<file path="config.mk">
export PLATFORM = sky130hd
export DESIGN_NAME = dmem_port_arbiter_flat
export DESIGN_NICKNAME = d
export VERILOG_FILES = /design/src/rtl/dmem_port_arbiter_if.sv /design/src/rtl/dmem_port_arbiter.sv /design/src/flat_wrapper.sv
export SDC_FILE = /design/constraint.sdc
export NUM_CORES = 1
export LEC_CHECK = 0
export BUFFER_PORTS_ARGS = -buffer_cell sky130_fd_sc_hd__buf_2
export CAP_MARGIN = 20
export CORE_AREA = 2 2 117 119
export DETAILED_ROUTE_END_ITERATION = 8
export DIE_AREA = 0 0 119 121
export PLACE_DENSITY = 0.77
export SKIP_CTS_REPAIR_TIMING = 1
export SYNTH_ARGS = -nofsm -noshare
export SYNTH_HDL_FRONTEND = slang
export SYNTH_HIERARCHICAL = 1
export SYNTH_SLANG_ARGS = --single-unit
</file>
<file path="constraint.sdc">
create_clock -name clk -period 2.4 [get_ports clk]
set_clock_uncertainty 0.1 [all_clocks]
set_input_delay 0.48 -clock clk [delete_from_list [all_inputs] [get_ports clk]]
set_output_delay 0.48 -clock clk [all_outputs]
set_load 0.05 [all_outputs]
</file>
<file path="src/rtl/dmem_port_arbiter_if.sv">
// Bus bundle between the data-memory arbiter, its two requesters (core, ext)
// and the data memory. The arbiter takes the slave side; requesters/memory the master side.
interface dmem_port_arbiter_if #(
    parameter int ADDR_W = 32,
    parameter int DATA_W = 32
);
    logic              core_req;
    logic              core_we;
    logic [ADDR_W-1:0] core_addr;
    logic [DATA_W-1:0] core_wdata;
    logic              core_gnt;
    logic              core_rvalid;
    logic [DATA_W-1:0] core_rdata;

    logic              ext_req;
    logic              ext_we;
    logic [ADDR_W-1:0] ext_addr;
    logic [DATA_W-1:0] ext_wdata;
    logic              ext_gnt;
    logic              ext_rvalid;
    logic [DATA_W-1:0] ext_rdata;

    logic              mem_we;
    logic [ADDR_W-1:0] mem_addr;
    logic [DATA_W-1:0] mem_wdata;
    logic [DATA_W-1:0] mem_rdata;

    modport slave (
        input  core_req, core_we, core_addr, core_wdata,
        output core_gnt, core_rvalid, core_rdata,
        input  ext_req, ext_we, ext_addr, ext_wdata,
        output ext_gnt, ext_rvalid, ext_rdata,
        output mem_we, mem_addr, mem_wdata,
        input  mem_rdata
    );

    modport master (
        output core_req, core_we, core_addr, core_wdata,
        input  core_gnt, core_rvalid, core_rdata,
        output ext_req, ext_we, ext_addr, ext_wdata,
        input  ext_gnt, ext_rvalid, ext_rdata,
        input  mem_we, mem_addr, mem_wdata,
        output mem_rdata
    );
endinterface

</file>
<file path="src/rtl/dmem_port_arbiter.sv">
// Two-requester data-memory port arbiter: core priority with starvation-forced ext grants.
// Optional perf counters enabled by defining DMEM_ARB_PERF_EN.

// Per-requester read response: captures memory data at the read-grant edge.
module dmem_rsp_lane #(
    parameter int DATA_W = 32
) (
    input  logic              clk,
    input  logic              reset_n,
    input  logic              rd_gnt,
    input  logic [DATA_W-1:0] mem_rdata,
    output logic              rvalid,
    output logic [DATA_W-1:0] rdata
);
    always_ff @(posedge clk or negedge reset_n) begin
        if (!reset_n) begin
            rvalid <= 1'b0;
            rdata  <= '0;
        end else begin
            rvalid <= rd_gnt;
            if (rd_gnt) rdata <= mem_rdata;
        end
    end
endmodule

module dmem_port_arbiter #(
    parameter int ADDR_W       = 32,
    parameter int DATA_W       = 32,
    parameter int STARVE_LIMIT = 4
`ifdef DMEM_ARB_PERF_EN
    , parameter int CNT_W      = 16
`endif
) (
    input  logic               clk,
    input  logic               reset_n,
    dmem_port_arbiter_if.slave bus,
    output logic               starved
`ifdef DMEM_ARB_PERF_EN
    , output logic [CNT_W-1:0] core_gnt_cnt
    , output logic [CNT_W-1:0] ext_gnt_cnt
    , output logic [CNT_W-1:0] conflict_cnt
`endif
);
    localparam int WC_W = $clog2(STARVE_LIMIT + 1);

    typedef enum logic {ST_CORE_PRIO, ST_EXT_FORCE} state_t;

    typedef struct packed {
        logic              we;
        logic [ADDR_W-1:0] addr;
        logic [DATA_W-1:0] wdata;
    } req_t;

    state_t          state, state_nxt;
    logic [WC_W-1:0] wait_cnt, wait_cnt_nxt;
    logic            core_gnt, ext_gnt;
    req_t            core_r, ext_r, win;

    always_ff @(posedge clk or negedge reset_n) begin
        if (!reset_n) begin
            state    <= ST_CORE_PRIO;
            wait_cnt <= '0;
        end else begin
            state    <= state_nxt;
            wait_cnt <= wait_cnt_nxt;
        end
    end

    // Grants are gated by reset so every output reads 0 while reset is held.
    always_comb begin
        core_gnt     = 1'b0;
        ext_gnt      = 1'b0;
        state_nxt    = ST_CORE_PRIO;
        wait_cnt_nxt = '0;
        if (reset_n) begin
            case (state)
                ST_CORE_PRIO: begin
                    core_gnt = bus.core_req;
                    ext_gnt  = bus.ext_req && !bus.core_req;
                end
                ST_EXT_FORCE: begin
                    ext_gnt  = bus.ext_req;
                    core_gnt = bus.core_req && !bus.ext_req;
                end
                default: ;
            endcase
        end
        if (bus.ext_req && !ext_gnt) begin
            if (wait_cnt == WC_W'(STARVE_LIMIT - 1)) state_nxt = ST_EXT_FORCE;
            else                                      wait_cnt_nxt = wait_cnt + 1'b1;
        end
    end

    assign starved = (state == ST_EXT_FORCE);

    assign core_r = '{we: bus.core_we, addr: bus.core_addr, wdata: bus.core_wdata};
    assign ext_r  = '{we: bus.ext_we,  addr: bus.ext_addr,  wdata: bus.ext_wdata};
    assign win    = ext_gnt ? ext_r : core_r;

    assign bus.core_gnt  = core_gnt;
    assign bus.ext_gnt   = ext_gnt;
    assign bus.mem_we    = (core_gnt || ext_gnt) && win.we;
    assign bus.mem_addr  = reset_n ? win.addr  : '0;
    assign bus.mem_wdata = reset_n ? win.wdata : '0;

    // Lane 0 serves the core, lane 1 the external master.
    logic [1:0]             rd_gnt;
    logic [1:0]             rvalid;
    logic [1:0][DATA_W-1:0] rdata;

    assign rd_gnt = {ext_gnt && !bus.ext_we, core_gnt && !bus.core_we};

    for (genvar l = 0; l < 2; l++) begin : g_rsp
        dmem_rsp_lane #(.DATA_W(DATA_W)) u_rsp (
            .clk       (clk),
            .reset_n   (reset_n),
            .rd_gnt    (rd_gnt[l]),
            .mem_rdata (bus.mem_rdata),
            .rvalid    (rvalid[l]),
            .rdata     (rdata[l])
        );
    end

    assign bus.core_rvalid = rvalid[0];
    assign bus.core_rdata  = rdata[0];
    assign bus.ext_rvalid  = rvalid[1];
    assign bus.ext_rdata   = rdata[1];

`ifdef DMEM_ARB_PERF_EN
    always_ff @(posedge clk or negedge reset_n) begin
        if (!reset_n) begin
            core_gnt_cnt <= '0;
            ext_gnt_cnt  <= '0;
            conflict_cnt <= '0;
        end else begin
            if (core_gnt && !(&core_gnt_cnt)) core_gnt_cnt <= core_gnt_cnt + 1'b1;
            if (ext_gnt  && !(&ext_gnt_cnt))  ext_gnt_cnt  <= ext_gnt_cnt + 1'b1;
            if (bus.core_req && bus.ext_req && !(&conflict_cnt))
                conflict_cnt <= conflict_cnt + 1'b1;
        end
    end
`endif
endmodule

</file>
<file path="src/flat_wrapper.sv">
// flat-port wrapper written by rule: the top's interface ports become plain ports
module dmem_port_arbiter_flat 
#(
    parameter int ADDR_W       = 32,
    parameter int DATA_W       = 32,
    parameter int STARVE_LIMIT = 4

)
  (clk, reset_n, starved, bus_core_req, bus_core_we, bus_core_addr, bus_core_wdata, bus_core_gnt, bus_core_rvalid, bus_core_rdata, bus_ext_req, bus_ext_we, bus_ext_addr, bus_ext_wdata, bus_ext_gnt, bus_ext_rvalid, bus_ext_rdata, bus_mem_we, bus_mem_addr, bus_mem_wdata, bus_mem_rdata);
  dmem_port_arbiter_if #(.ADDR_W(ADDR_W), .DATA_W(DATA_W)) bus_i ();
  input  logic clk;
  input  logic reset_n;
  output logic starved;
  input wire logic [$bits(bus_i.core_req)-1:0] bus_core_req;
  input wire logic [$bits(bus_i.core_we)-1:0] bus_core_we;
  input wire logic [$bits(bus_i.core_addr)-1:0] bus_core_addr;
  input wire logic [$bits(bus_i.core_wdata)-1:0] bus_core_wdata;
  output wire logic [$bits(bus_i.core_gnt)-1:0] bus_core_gnt;
  output wire logic [$bits(bus_i.core_rvalid)-1:0] bus_core_rvalid;
  output wire logic [$bits(bus_i.core_rdata)-1:0] bus_core_rdata;
  input wire logic [$bits(bus_i.ext_req)-1:0] bus_ext_req;
  input wire logic [$bits(bus_i.ext_we)-1:0] bus_ext_we;
  input wire logic [$bits(bus_i.ext_addr)-1:0] bus_ext_addr;
  input wire logic [$bits(bus_i.ext_wdata)-1:0] bus_ext_wdata;
  output wire logic [$bits(bus_i.ext_gnt)-1:0] bus_ext_gnt;
  output wire logic [$bits(bus_i.ext_rvalid)-1:0] bus_ext_rvalid;
  output wire logic [$bits(bus_i.ext_rdata)-1:0] bus_ext_rdata;
  output wire logic [$bits(bus_i.mem_we)-1:0] bus_mem_we;
  output wire logic [$bits(bus_i.mem_addr)-1:0] bus_mem_addr;
  output wire logic [$bits(bus_i.mem_wdata)-1:0] bus_mem_wdata;
  input wire logic [$bits(bus_i.mem_rdata)-1:0] bus_mem_rdata;
  assign bus_i.core_req = bus_core_req;
  assign bus_i.core_we = bus_core_we;
  assign bus_i.core_addr = bus_core_addr;
  assign bus_i.core_wdata = bus_core_wdata;
  assign bus_core_gnt = bus_i.core_gnt;
  assign bus_core_rvalid = bus_i.core_rvalid;
  assign bus_core_rdata = bus_i.core_rdata;
  assign bus_i.ext_req = bus_ext_req;
  assign bus_i.ext_we = bus_ext_we;
  assign bus_i.ext_addr = bus_ext_addr;
  assign bus_i.ext_wdata = bus_ext_wdata;
  assign bus_ext_gnt = bus_i.ext_gnt;
  assign bus_ext_rvalid = bus_i.ext_rvalid;
  assign bus_ext_rdata = bus_i.ext_rdata;
  assign bus_mem_we = bus_i.mem_we;
  assign bus_mem_addr = bus_i.mem_addr;
  assign bus_mem_wdata = bus_i.mem_wdata;
  assign bus_i.mem_rdata = bus_mem_rdata;
  dmem_port_arbiter #(.ADDR_W(ADDR_W), .DATA_W(DATA_W), .STARVE_LIMIT(STARVE_LIMIT)) u_core (.clk(clk), .reset_n(reset_n), .bus(bus_i), .starved(starved));
endmodule
</file>
==> flow_summary.ini <==
[run_status]
status = completed

[synth]
netlist_area_sq_mm = 0.00417
syn-mean-instance-area_sq_um = 11.5
synth_sequential_area_ratio = 0.420
mappedNetlistNets = 530
yosysWarnings = 6
number_of_synthesized_register_bits = 70
syn_inst = 363
netlist-cell-type-count = 21

[clocking]
number_of_buffers_inserted_during_clock_tree_synthesis = 9
clkLatencyLatePin_ps = 320
cts_max_path_buffers = 2
ctsHtreeMaxLevel = 3
clock_sink_count = 70
tritoncts = done
clock-root-buffer = clkbuf_16
clkSlewWorstSetupHoldPaths_ps = 50

[power_and_ir_drop]
cellLeakagePower_nw = 3.91
share_seq_of_total_power = 0.306
p_total_mw = 5.04
netSwitchingPower_mw = 2.15
vdd.ir_drop.worst_mv = 0.296
netSwitchingFraction = 0.426
power.share.combinational = 0.451
power_report.internal_total_mw = 2.90
power_per_cell_area_mw_per_mm2 = 777
clock_power_share = 0.243

[sta]
final_max_slew_viol_count = 0
tightest_slew_ps = 526
timing_hold_violations_final = 0
fmaxAchievable_mhz = 419
slew_headroom = 0.649
finalSetupTns_ps = 0
layout_min_cycle_time_ps = 2390
min_period_over_period = 0.994
rsz0062_at_grt = yes
final.hold.worst_slack_ps = 70.1
setup_viols_final = 0
postLayoutSetupSlackWorst_ps = 14.0

[finish]
final_cell_count_no_fill = 853
stdcell_area_sq_mm = 0.00649
fraction_of_layout_instances_using_a_drive_strength_above_1 = 0.623
finalCoreUtilization = 0.496
layout-area-overhead-vs-synth_pct = 55.7
fin_nets = 838

[setup_path]
worst_r2r_path_depth = 6
setup.reg_to_reg.worst_slack_ps = 610
path_class = reg2out
worstPathBufferInverterCount = 4
cell_chain_of_the_critical_path = o211ai_4 > buf_12 > buf_6 > inv_2 > a22o_1 > buf_2
cpLargestDelayFamily = buffers and inverters
critical_path_cell_count = 6
standard_cell_with_the_maximum_stage_delay_on_the_critical_path = dfrtp_2
worst_setup_path_startpoint = u_core/starved$_DFF_PN0_
cp_data_arrival_time_ps = 1810
crit_required_ps = 1820
critical-path-max-stage-delay_ps = 440
cp-start-kind = register
cp-endpoint = bus_mem_we
endpoint_kind = output pin
worstPathMaxFanout = 15
reg2reg_to = u_core/g_rsp[1].u_rsp/rdata[29]$_DFFE_PN0P_
r2r-start = u_core/starved$_DFF_PN0_

[die]
chipWidth_microns = 119
number_of_cell_rows = 42
io_pins = 300
initial_core_util = 0.319
core_area_sq_mm = 0.0131
die_height_microns = 121
design.die.area_sq_mm = 0.0144

[routing]
route.vias.total = 3705
drt-vias-per-instance = 4.34
finalWirelength_mm = 12.2
detail_route.iter0.violations = 234
routed_wire_length_per_instance_microns = 14.3
route.detailed.drc = 0
detailedRoute.firstPassIterationCount = 4
drtAntennaViolNets = 0

[global_routing]
grt.total_usage = 0.162
number_of_global_route_vias_before_repair = 3607
grt-ovfl-total = 0
pin_count_of_the_biggest_net_entering_global_routing = 44
antenna_found_initial = 1
first_pass_grt_wire_length_mm = 18.5

[place]
minimum_setup_slack_after_placement_ps = 58.5
place_area_sq_mm = 0.00603
dp.final_hpwl_mm = 9.48
port-buffer-count = 299
place.detailed.instances = 834
final_weighted_congestion_in_routability_driven_placement = 0.780

[run]
timing.max_cap.violations = 0

[hold_path]
hold_class = in2async
-- final cells by class --
type / instances / area, sq um
well taps: 176 / 220
repair buffers: 320 / 1900
multi-input cells: 204 / 2080
diodes: 1 / 2.50
fillers: 1133 / 6600
flip-flops and latches: 70 / 1750
clock buffers: 10 / 239
clock inverters: 6 / 45.0
inverters: 66 / 248
-- synth_stat cells (all sizes together) --
cell	instances	area [sq um]
clkbuf	6	22.5
dfrtp	70	1750
nor2b	2	12.5
mux2i	64	641
nor2	1	3.75
ha	1	12.5
nand2	65	244
nor4b	1	15.0
a21oi	1	5.00
and3	1	6.26
mux2	64	946
inv	66	248
buf	17	219
a22o	1	8.76
and4b	2	20.0
o211ai	1	12.5
-- layout by cell type, fill, tap and decap left out, drive strengths merged, types with 2 or more instances in the layout --
cell,instances
and4b,2
buf,318
clkbuf,12
clkinv,5
dfrtp,70
inv,67
mux2,64
mux2i,64
nand2,65
nor2b,2
-- power groups by stage --
stage	combinational [mW]	sequential, mW	clock (mW)
final	2.28	1.54	1.22
after global routing	2.38	1.57	1.31
after CTS	2.24	1.54	1.26
after detailed placement	2.23	1.56	0
after global placement	2.21	1.54	0
after floorplan	0.835	2.36	0
-- worst min-delay path by stage --
stage                                       startpoint                                    endpoint  slack [ps]  cells after the start
final                                          reset_n                u_core/wait_cnt[2]$_DFF_PN0_          70                      2
after global routing                           reset_n                u_core/wait_cnt[2]$_DFF_PN0_          70                      2
after CTS                                      reset_n                u_core/wait_cnt[2]$_DFF_PN0_          70                      2
after detailed placement  u_core/wait_cnt[0]$_DFF_PN0_                u_core/wait_cnt[0]$_DFF_PN0_         360                      1
after global placement    u_core/wait_cnt[0]$_DFF_PN0_                u_core/wait_cnt[0]$_DFF_PN0_         360                      1
after floorplan                                reset_n  u_core/g_rsp[0].u_rsp/rdata[0]$_DFFE_PN0P_          80                      0
-- kinds of logic (layout without fill, tap and decap cells) --
kind of cell | after synthesis | count (layout) | synth area share
flops | 70 | 70 | 0.420
compound gates | 3 | 3 | 0.00630
simple gates | 72 | 72 | 0.0723
fa+ha+maj | 1 | 1 | 0.00300
other cells | 0 | 1 | 0
buf+inv | 89 | 402 | 0.117
mux | 128 | 128 | 0.381
-- sequential cells by signal (all words and copies together), names as in the netlist --
signal and cells:
u_core/wait_cnt 3, u_core/g_rsp.u_rsp/rvalid 2, u_core/starved 1, u_core/g_rsp.u_rsp/rdata 64
-- layer usage --
layer,wire (microns),global-route usage,vias to the layer above
li1,-,-,1777
met1,4810,0.207,1723
met2,6290,0.278,189
met3,949,0.0376,16
met4,182,0.0409,0
met5,0,0,-
-- worst register-to-register path: cells and delay by family, from the launching register on --
| kind | cells | cell delay [ps] |
|---|---|---|
| AOI/OAI and AO/OA | 1 | 100 |
| buffers and inverters | 3 | 570 |
| DFF | 1 | 410 |
| muxes | 1 | 400 |
| and+or+nand+nor | 1 | 100 |
Note: power is estimated with default switching activity, not from simulation.
